`src/rtl/object_state_renderer.sv`:
```
// rtl/object_state_renderer.sv - latches one object state per frame and hit-tests VGA pixels
// Optional TILE_WRAP_EN: the object repeats vertically as a scrolling background tile.
module object_state_renderer #(
   parameter int FIELD_W  = 11,
   parameter int SCREEN_W = 640,
   parameter int SCREEN_H = 480
) (
   input  logic                    clk,
   input  logic                    resetN,
   input  logic                    frame_start,
   input  logic [0:4][0:FIELD_W-1] state_in,
   input  logic [FIELD_W-1:0]      pixelX,
   input  logic [FIELD_W-1:0]      pixelY,
   output logic                    drawingRequest,
   output logic [FIELD_W-1:0]      offsetX,
   output logic [FIELD_W-1:0]      offsetY,
   output logic [FIELD_W-1:0]      img_id,
   output logic                    state_valid,
   output logic                    busy
);
   localparam int DW = FIELD_W + 1;
   localparam logic [FIELD_W-1:0] SCR_W = FIELD_W'(SCREEN_W);
   localparam logic [FIELD_W-1:0] SCR_H = FIELD_W'(SCREEN_H);

   typedef enum logic [1:0] {EMPTY, LOAD, NORM, READY} state_t;
   state_t state, state_next;

   logic [FIELD_W-1:0] sh_img, sh_x, sh_y, sh_w, sh_h;
   logic [DW-1:0]      dx, dy;
   logic               on_screen;
   logic               h_ok, v_ok, hit;
   logic [FIELD_W-1:0] row_off;

`ifdef TILE_WRAP_EN
   logic signed [DW-1:0] acc;
   logic signed [DW-1:0] h_ext;
   logic                 acc_in_range;
   logic [FIELD_W-1:0]   rowcnt, row_q, rowcnt_inc;

   assign h_ext        = $signed({1'b0, sh_h});
   assign acc_in_range = !acc[DW-1] && (acc < h_ext);
   assign rowcnt_inc   = rowcnt + 1'b1;
`endif

   always_comb begin
      state_next = state;
      case (state)
         EMPTY: state_next = EMPTY;
         LOAD: begin
            if (sh_w == '0 || sh_h == '0)
               state_next = EMPTY;
            else
`ifdef TILE_WRAP_EN
               state_next = NORM;
`else
               state_next = READY;
`endif
         end
         NORM: begin
`ifdef TILE_WRAP_EN
            if (acc_in_range)
               state_next = READY;
`else
            state_next = READY;
`endif
         end
         READY: state_next = READY;
      endcase
      // a new frame always wins, so an unfinished NORM never publishes stale state
      if (frame_start)
         state_next = LOAD;
   end

   assign state_valid = (state == READY);
   assign busy        = (state == LOAD) || (state == NORM);

   always_ff @(posedge clk or negedge resetN) begin
      if (!resetN) begin
         state  <= EMPTY;
         sh_img <= '0;
         sh_x   <= '0;
         sh_y   <= '0;
         sh_w   <= '0;
         sh_h   <= '0;
         img_id <= '0;
      end else begin
         state <= state_next;
         if (frame_start) begin
            sh_img <= state_in[0];
            sh_x   <= state_in[1];
            sh_y   <= state_in[2];
            sh_w   <= state_in[3];
            sh_h   <= state_in[4];
         end
         if (state_next == READY && state != READY)
            img_id <= sh_img;
      end
   end

`ifdef TILE_WRAP_EN
   // acc settles to (-y) mod height one add/subtract per cycle during vblank
   always_ff @(posedge clk or negedge resetN) begin
      if (!resetN) begin
         acc    <= '0;
         rowcnt <= '0;
         row_q  <= '0;
      end else begin
         if (state == LOAD && state_next == NORM)
            acc <= -$signed({sh_y[FIELD_W-1], sh_y});
         else if (state == NORM) begin
            if (acc[DW-1])
               acc <= acc + h_ext;
            else if (acc >= h_ext)
               acc <= acc - h_ext;
         end
         row_q <= pixelY;
         if (pixelY != row_q) begin
            if (pixelY == '0)
               rowcnt <= acc[FIELD_W-1:0];
            else if (rowcnt_inc >= sh_h)
               rowcnt <= '0;
            else
               rowcnt <= rowcnt_inc;
         end
      end
   end
`endif

   // stage 1: signed distances from the box origin
   always_ff @(posedge clk or negedge resetN) begin
      if (!resetN) begin
         dx        <= '0;
         dy        <= '0;
         on_screen <= 1'b0;
      end else begin
         dx        <= {1'b0, pixelX} - {sh_x[FIELD_W-1], sh_x};
         dy        <= {1'b0, pixelY} - {sh_y[FIELD_W-1], sh_y};
         on_screen <= (pixelX < SCR_W) && (pixelY < SCR_H);
      end
   end

   assign h_ok = !dx[DW-1] && (dx[FIELD_W-1:0] < sh_w);
   assign v_ok = !dy[DW-1] && (dy[FIELD_W-1:0] < sh_h);
`ifdef TILE_WRAP_EN
   assign hit     = h_ok && on_screen && state_valid;
   assign row_off = rowcnt;
`else
   assign hit     = h_ok && v_ok && on_screen && state_valid;
   assign row_off = dy[FIELD_W-1:0];
`endif

   // stage 2: registered outputs, offsets zeroed outside the box
   always_ff @(posedge clk or negedge resetN) begin
      if (!resetN) begin
         drawingRequest <= 1'b0;
         offsetX        <= '0;
         offsetY        <= '0;
      end else begin
         drawingRequest <= hit;
         offsetX        <= hit ? dx[FIELD_W-1:0] : '0;
         offsetY        <= hit ? row_off : '0;
      end
   end
endmodule
```
`config.mk`:
```
export PLATFORM = sky130hd
export DESIGN_NAME = object_state_renderer
export DESIGN_NICKNAME = d
export VERILOG_FILES = /design/src/rtl/object_state_renderer.sv
export SDC_FILE = /design/constraint.sdc
export NUM_CORES = 1
export LEC_CHECK = 0
export ABC_CLOCK_PERIOD_IN_PS = 5230
export CORE_MARGIN = 2
export CORE_UTILIZATION = 57
export CTS_BUF_LIST = sky130_fd_sc_hd__clkbuf_8
export CTS_CLUSTER_DIAMETER = 40
export DETAILED_ROUTE_END_ITERATION = 6
export PLACE_DENSITY_LB_ADDON = 0.08
export SLEW_MARGIN = 20
export SYNTH_ARGS = -nofsm -noshare
export SYNTH_HDL_FRONTEND = slang
export SYNTH_SLANG_ARGS = --single-unit
```
`constraint.sdc`:
```
create_clock -name clk -period 5.23 [get_ports clk]
set_input_delay 0.7845 -clock clk [delete_from_list [all_inputs] [get_ports clk]]
set_output_delay 0.7845 -clock clk [all_outputs]
set_load 0.05 [all_outputs]
```
# --- Word level (Yosys, flattened, before mapping) ---
# Index checks and enable logic that the tools add are counted.
# Widths: inputs -> output; s select.
totals:
  regBits: 116
  elab_cells: 44
  in_bits: 80
  output_inout_bits: 36
classes:
  order_cmp: 4
  eq_ne: 5
  add_sub_neg: 2
  muxes: 5
  reduce_logical: 15
ops:
  columns: ["cell", "count"]
  rows:
  - ["$sub 11x12->12", 2]
  - ["$logic_not 11->1", 2]
  - ["$lt 11x11->1", 2]
  - ["$mux 11", 2]
  - ["$lt 11x10->1 const B", 1]
  - ["$lt 11x9->1 const B", 1]
  - ["$logic_and 1x1->1", 7]
  - ["$eq 2x2->1 const B", 3]
  - ["$pmux 2 s3", 1]
  - ["$mux 2", 2]
  - ["$eq 2x1->1 const B", 1]
  - ["$logic_not 1->1", 2]
  - ["$logic_not 2->1", 1]
  - ["$logic_or 1x1->1", 2]
  - ["$ne 2x2->1 const B", 1]
  - ["$reduce_or 2->1", 1]

# --- Logic depth before layout (Yosys ltp) ---
# Gate-level depths: netlist of the first run.
depth:
  depth_word: 7
  ltp_mapped: 8

# --- Worst setup path before layout of the first run ---
# Ideal clock, no wire load.
synth_timing:
  kind: "input to register"
  from: "in pixelX[0]"
  to: "reg dx[10]"
  path_slack_ps: 2862
  arrival_ps: 2264
  n_path_buf: 0
  required_ps: 5126
  path_stages: 8
  setup_ps: 104
  cell_sequence: "inv_1 -> ha_1 -> fa_1 -> nor2b_4 -> o31a_1 -> o41a_1 -> or3_1 -> o311ai_1"
synth_via:
  elab_chain_cells: 1
synth_rtl:
  columns: ["element", "line", "source"]
  rows:
  - ["from (decl)", "12", "input logic [FIELD_W-1:0] pixelX,"]
  - ["$sub 11x12->12", "136", "dx <= {1'b0, pixelX} - {sh_x[FIELD_W-1], sh_x};"]
  - ["to (signal assigned)", "136", null]
  - ["to (decl)", "29", "logic [DW-1:0] dx, dy;"]
# No other way between the ends.
# A chain may end at the register's enable or synchronous reset.

# --- Worst setup path in the final report of the first run ---
layout_timing:
  from: "reg state[0]"
  to: "out busy"
layout_via:
  elab_chain_cells: 2
  elab_cells_between_ends: 3
  classes_between: "eq/ne: 2; reduce/logical: 1"
layout_rtl:
  columns: ["element", "line", "source"]
  rows:
  - ["from (decl)", "26", "state_t state, state_next;"]
  - ["from (signal assigned)", "87", "state <= state_next;"]
  - ["$eq 2x1->1 / $eq 2x2->1 (equally long branches)", "75", "assign busy = (state == LOAD) || (state == NORM);"]
  - ["$logic_or 1x1->1 *", "75", null]
  - ["to (decl)", "19", "output logic busy"]
# Mark *: on every way between the ends. The rest lies on a longest branch, timed or not.

==> results of run 1 <==
-- how the worst max path moves through the flow --
| stage | endpoint | slack (ns) | startpoint |
|---|---|---|---|
| floorplan | dx[10]$_DFF_PN0_ | 2.86 | pixelX[0] |
| global placement | dx[10]$_DFF_PN0_ | 2.37 | pixelX[0] |
| detailed placement | dx[10]$_DFF_PN0_ | 2.33 | pixelX[0] |
| CTS | busy | 2.48 | state[0]$_DFF_PN0_ |
| global route | busy | 2.41 | state[0]$_DFF_PN0_ |
| finish | busy | 2.51 | state[0]$_DFF_PN0_ |
-- area by class of cell --
| type | instances | area (um^2) | area share |
|---|---|---|---|
| Clock buffer | 18 | 248 | 0.0344 |
| Clock inverter | 14 | 163 | 0.0226 |
| Inverter | 52 | 195 | 0.0271 |
| Multi-Input combinational cell | 317 | 2340 | 0.326 |
| Sequential cell | 116 | 2900 | 0.403 |
| Tap cell | 129 | 161 | 0.0224 |
| Timing Repair Buffer | 120 | 1180 | 0.164 |
-- through the flow --
step           hold slack (ns)   util  cell area [um^2]  total power, W
2_1_floorplan            0.445      -              5490         0.00170
3_3_place_gp             0.458  0.731              6780         0.00198
3_5_place_dp             0.460  0.731              6780         0.00201
4_1_cts                  0.428  0.775              7190         0.00287
5_1_grt                  0.456  0.775              7190         0.00300
6_report                 0.408  0.775              7190         0.00284
-- logic make-up (layout without fill, tap and decap cells) --
group / Yosys count / count (layout) / synth area share
and+or+nand+nor: 128 / 128 / 0.123
DFF: 116 / 116 / 0.529
AOI/OAI and AO/OA: 99 / 99 / 0.109
buffers and inverters: 68 / 204 / 0.0476
adders and majority gates: 48 / 48 / 0.112
muxes: 27 / 27 / 0.0552
xor gates and xnor gates: 15 / 15 / 0.0239
-- synthesized netlist by cell type (all sizes together) --
library cell | count | area [um^2]
a211oi | 3 | 22.5
a21o | 9 | 67.6
a21oi | 13 | 65.1
a221o | 1 | 10.0
a31oi | 3 | 18.8
and3 | 1 | 6.26
and4 | 1 | 8.76
buf | 5 | 25.0
clkbuf | 11 | 41.3
dfrtp | 116 | 2900
fa | 2 | 40.0
ha | 46 | 576
inv | 52 | 195
mux2 | 26 | 293
mux2i | 1 | 10.0
nand2 | 48 | 180
nand2b | 6 | 37.5
nand3 | 6 | 30.0
nand4 | 4 | 25.0
nand4b | 1 | 8.76
nor2 | 13 | 48.8
nor2b | 7 | 51.3
nor3 | 7 | 35.0
nor3b | 22 | 165
nor4 | 7 | 43.8
nor4b | 1 | 8.76
o2111ai | 1 | 8.76
o211a | 1 | 10.0
o211ai | 2 | 15.0
o21a | 6 | 45.0
o21ai | 50 | 250
o21bai | 3 | 22.5
o311a | 1 | 10.0
o311ai | 3 | 26.3
o31a | 1 | 8.76
o31ai | 1 | 7.51
o41a | 1 | 11.3
or2 | 1 | 6.26
or3 | 2 | 12.5
or4 | 1 | 7.51
xnor2 | 11 | 96.3
xor2 | 4 | 35.0
-- flip-flops by register name, summed over array words and instances (netlist names) --
name and count:
sh_h 11, state 2, dx 12, dy 12, img_id 11, sh_img 11, sh_y 11, sh_x 11
offsetX 11, sh_w 11, offsetY 11, drawingRequest 1, on_screen 1
-- critical path, delay by kind of cell, from the launching register on --
family                   cells  cell delay, ns
adder cells (fa/ha/maj)      1            0.28
buffers and inverters        2            0.86
flip-flops                   1            0.38
-- power by group --
group	switching (W)	internal (W)	leakage (nW)
Sequential	0.0000798	0.00104	1.43
Clock	0.000362	0.000480	0.200
Combinational	0.000505	0.000377	1.67
-- layer usage --
metal  track usage  wire length (um)  up-vias
met5             0                 0        -
met2         0.383              5510      114
met4        0.0769                93        0
met3        0.0684               672       10
met1         0.319              5090     1940
li1              -                 -     1968
-- placed cells by master, fill, tap and decap left out, types with 11 or more instances in the layout --
cell type,instances
a21oi_1,13
clkbuf_8,18
clkdlybuf4s50_1,113
dfrtp_1,116
ha_1,46
inv_1,54
mux2_1,11
mux2_2,15
nand2_1,48
nor2_1,13
nor3b_1,22
o21ai_0,46
xnor2_1,11
==> summary.txt, run 1 <==
Route
  • Remaining antenna violation count: 0
  • Vias per Instance: 5.26
  • Final wirelength: 11.4 mm
  • First-pass detailed-route iteration total: 4
  • Total number of vias: 4032
  • First DRT Iteration DRCs: 170
  • Avg WL per Cell: 14.8 um
  • DRC viols: 0

Floorplanning
  • Cell Rows: 35
  • Die area: 0.0104 mm^2
  • Core box area: 0.00928 mm^2
  • Initial core utilization: 0.591
  • Die Ht: 102 um
  • Die span in x: 102 um
  • I/O pin count: 116

CTS
  • Worst-Skew Late Latency: 0.42 ns
  • CTS buffer count: 17
  • Root buf cell: clkbuf_8
  • CTS tree: built
  • CTS H-tree depth: 4
  • CTS clock-pin slew for the worst setup and hold paths: 0.07 ns
  • Hold-fix buffers, CTS: 0
  • Setup Fix Bufs, Post-CTS: 0
  • Clock buffer depth: 2
  • Clock sink count: 116
  • Post-CTS Resized: 0

Synthesis
  • Synthesized area: 0.00549 mm^2
  • FF+latch count, synth: 116
  • Avg Cell Area, Syn: 11.0 um^2
  • Syn_nets: 629
  • Syn Inst Count: 501
  • Seq/Total Area, Yosys: 0.529
  • Synth Warn #: 0
  • Unique masters post-synth: 45

Placed design
  • DP Worst Slack: 2.33 ns
  • Dpl hpwl: 8.10 mm
  • RePlAce Congestion: 0.850
  • Dpl cells: 734
  • Port bufs: 115

Worst setup path
  • FF-to-FF Start: sh_h[10]$_DFFE_PN0P_
  • Startpoint types: flip-flop
  • CP required: 4.45 ns
  • R2R depth: 8
  • Largest stage delay, worst path: 0.79 ns
  • Crit end category: output pin
  • CP cell instances: inv_1 > ha_1 > clkdlybuf4s50_1
  • Critical path class: flip-flop to output pin
  • FF-to-FF End: offsetY[4]$_DFF_PN0_
  • Slowest CP cell: clkdlybuf4s50_1
  • WP data arrival: 1.94 ns
  • R2r setup slk: 3.03 ns
  • Crit Path Max Fanout: 3

STA
  • Pins over their slew limit: 0
  • Final hold viol count: 0
  • Worst-Margin Slew: 0.887 ns
  • Tmin final: 2.72 ns
  • Final worst path period share: 0.520
  • Final setup violating endpoints: 0
  • Rel. slew slack: 0.408
  • Clk_skew: 0.0136 ns
  • Final setup margin: 2.51 ns
  • Setup_tns: 0 ns
  • Fmax: 368 MHz
  • Unrepaired setup endpoints after global routing: false

Power and ir drop
  • Pleak: 3.30 nW
  • Cell Pwr Density: 395 mW/mm^2
  • Max VDD drop: 0.000353 V

Final layout
  • Inserted Diodes: 0
  • NumNets Final: 752
  • Post-Layout Cell Count: 766
  • Layout cells sized above 1: 0.0895
  • # fillers: 659
  • Area growth, synth to finish: 31.1%

Global routing
  • Largest net degree at the start of global routing: 98
  • Initial antenna violation count: 0
  • Vias in the first global route: 4039
  • Tot GR Track Use: 0.239
  • First-pass GRT wire length: 19.1 mm
  • Grt ovf: 0

Job
  • Max Cap Viol: 0

Status
  • Outcome: finished clean

Hold path
  • Min-delay worst type: primary input to asynchronous set/reset pin
Note: power is estimated with default switching activity, not from simulation.
==> inputs of run 2 (changes only) <==
--- a/config.mk
+++ b/config.mk
@@ -5,9 +5,9 @@
 export SDC_FILE = /design/constraint.sdc
 export NUM_CORES = 1
 export LEC_CHECK = 0
-export ABC_CLOCK_PERIOD_IN_PS = 5230
+export ABC_CLOCK_PERIOD_IN_PS = 2800
 export CORE_MARGIN = 2
-export CORE_UTILIZATION = 57
+export CORE_UTILIZATION = 53
 export CTS_BUF_LIST = sky130_fd_sc_hd__clkbuf_8
 export CTS_CLUSTER_DIAMETER = 40
 export DETAILED_ROUTE_END_ITERATION = 6
==> constraint.sdc (replaced) <==
create_clock -name clk -period 2.8 [get_ports clk]
set_input_delay 0.42 -clock clk [delete_from_list [all_inputs] [get_ports clk]]
set_output_delay 0.42 -clock clk [all_outputs]
set_load 0.05 [all_outputs]
==> run 2 against run 1 <==
Against the previous run:
- total power grew 84%
- non-clock buffer count up 3
- worst setup slack worse by 2.1 ns
- clock power grew 78%
- first-iteration DRC count shrank 41%
- register-to-register slack worse by 2.4 ns
- sequential power up 86%
- critical path depth unchanged
- core utilization fell by 6.4 points
- critical endpoint unchanged
- largest power group unchanged
==> summary.txt, run 2 (synthesis results as in run 1) <==
Status
  • Outcome: finished clean

Final layout
  • Area growth, synth to finish: 31.9%
  • Inserted Diodes: 0
  • Layout cells sized above 1: 0.0938
  • Register area: 0.00290 mm^2
  • Biggest regs: dx x12, dy x12
  • # fillers: 738
  • NumNets Final: 755
  • Most common cell after layout, fill and taps aside: dfrtp_1
  • Area of the multi-input gates: 0.00234 mm^2
  • Most frequent cells in the layout: dfrtp_1, clkdlybuf4s50_1, inv_1, nand2_1
  • Post-Layout Cell Count: 776

STA
  • Setup_tns: 0 ns
  • Final setup violating endpoints: 0
  • Worst hold slack: 0.412 ns
  • Clk_skew: 0.0135 ns
  • Tmin final: 2.36 ns
  • Final worst path period share: 0.842
  • Worst-Margin Slew: 0.648 ns
  • Fmax: 424 MHz
  • Pins over their slew limit: 0
  • Rel. slew slack: 0.567
  • Final hold viol count: 0
  • Unrepaired setup endpoints after global routing: false

Placed design
  • Dpl hpwl: 8.35 mm
  • RePlAce Congestion: 0.847
  • Dpl cells: 743
  • Port bufs: 115

Floorplanning
  • Cell Rows: 37
  • Initial core utilization: 0.539
  • Die area: 0.0112 mm^2
  • Die Ht: 106 um
  • Die span in x: 106 um
  • Core box area: 0.0102 mm^2
  • I/O pin count: 116

Route
  • Vias per Instance: 5.16
  • Avg WL per Cell: 14.5 um
  • Top layer in use: met4
  • Met3 routed WL: 559 um
  • First-pass detailed-route iteration total: 4
  • Remaining antenna violation count: 0
  • M1 WL: 5.22 mm
  • DRC viols: 0
  • WL met2: 5.35 mm
  • Total number of vias: 4006
  • Final wirelength: 11.2 mm
  • First DRT Iteration DRCs: 100

CTS
  • Clock sink count: 116
  • CTS clock-pin slew for the worst setup and hold paths: 0.07 ns
  • CTS H-tree depth: 4
  • CTS buffer count: 17
  • Worst-Skew Late Latency: 0.42 ns
  • Root buf cell: clkbuf_8
  • Clock buffer depth: 2
  • CTS tree: built
  • Post-CTS Resized: 0

Worst setup path
  • R2r setup slk: 0.59 ns
  • Crit Path Max Fanout: 3
  • Startpoint types: flip-flop
  • Crit path capture: busy
  • CP cell instances: inv_1 > ha_1 > clkdlybuf4s50_1
  • Slowest CP cell: clkdlybuf4s50_1
  • FF-to-FF End: offsetY[8]$_DFF_PN0_
  • FF-to-FF Start: sh_h[10]$_DFFE_PN0P_
  • Critical path origin: state[0]$_DFF_PN0_
  • Crit end category: output pin
  • CP required: 2.38 ns
  • WP data arrival: 1.94 ns
  • Largest stage delay, worst path: 0.79 ns
  • R2R depth: 8
  • Critical path class: flip-flop to output pin

Global routing
  • Vias in the first global route: 4085
  • Grt ovf: 0
  • Largest net degree at the start of global routing: 88
  • Tot GR Track Use: 0.213
  • First-pass GRT wire length: 18.8 mm
  • Initial antenna violation count: 0

Power and ir drop
  • Cell Pwr Density: 721 mW/mm^2
  • Sw Ratio: 0.333
  • Internal power: 0.00348 W
  • Gate power share: 0.314
  • Pleak: 3.31 nW
  • Clock share of power: 0.287
  • Max VDD drop: 0.000451 V
  • Flop pwr share: 0.399
  • Net Switching: 0.00174 W

Hold path
  • Min-delay worst type: primary input to flip-flop

Job
  • Max Cap Viol: 0
-- run 2: critical path, delay by kind of cell (launching register included) --
kind / cells / cell delay [ns]
buffers and inverters: 2 / 0.86
DFF: 1 / 0.38
adders and majority gates: 1 / 0.28
-- run 2: worst min path at each step --
stage / start / end / slack, ns / depth (start not counted)
CTS: frame_start / sh_h[2]$_DFFE_PN0P_ / 0.42 / 3
detailed placement: resetN / sh_w[1]$_DFFE_PN0P_ / 0.34 / 1
floorplan: resetN / drawingRequest$_DFF_PN0_ / 0.12 / 0
finish: frame_start / sh_h[2]$_DFFE_PN0P_ / 0.41 / 3
global placement: resetN / sh_w[1]$_DFFE_PN0P_ / 0.33 / 1
global route: resetN / sh_img[0]$_DFFE_PN0P_ / 0.44 / 2
-- run 2: metal layers --
metal  GRT usage  vias to the layer above
met5           0                        -
met2       0.349                       99
met3      0.0575                       10
li1            -                     1980
met1       0.281                     1917
met4      0.0564                        0
-- run 2: final cells by class --
cell class,count,area share
flip-flops and latches,116,0.401
multi-input cells,317,0.324
repair buffers,123,0.170
clock buffers,19,0.0361
inverters,52,0.0270
well taps,136,0.0235
clock inverters,13,0.0185
-- run 2: power groups by stage --
stage | Clock (W) | Combinational (W) | Sequential [W]
2_1_floorplan | 0 | 0.000805 | 0.00236
3_3_place_gp | 0 | 0.00159 | 0.00210
3_5_place_dp | 0 | 0.00164 | 0.00211
4_1_cts | 0.00152 | 0.00165 | 0.00208
5_1_grt | 0.00160 | 0.00179 | 0.00211
6_report | 0.00150 | 0.00164 | 0.00208
-- run 2: repair_timing --
item | 4_1_cts | 5_1_grt
endpoints found under the hold margin | 22 | 0
buffers inserted | 0 | 0
hold buffers | 1 | 0
-- run 2: metrics by stage --
stage           util  setup WS [ns]  instance area, um^2  power, W
3_3_place_gp   0.671          0.315                 6830   0.00369
4_1_cts        0.711          0.432                 7240   0.00526
2_1_floorplan      -          0.797                 5490   0.00317
3_5_place_dp   0.671          0.267                 6830   0.00375
5_1_grt        0.711          0.364                 7240   0.00550
6_report       0.711          0.442                 7240   0.00522
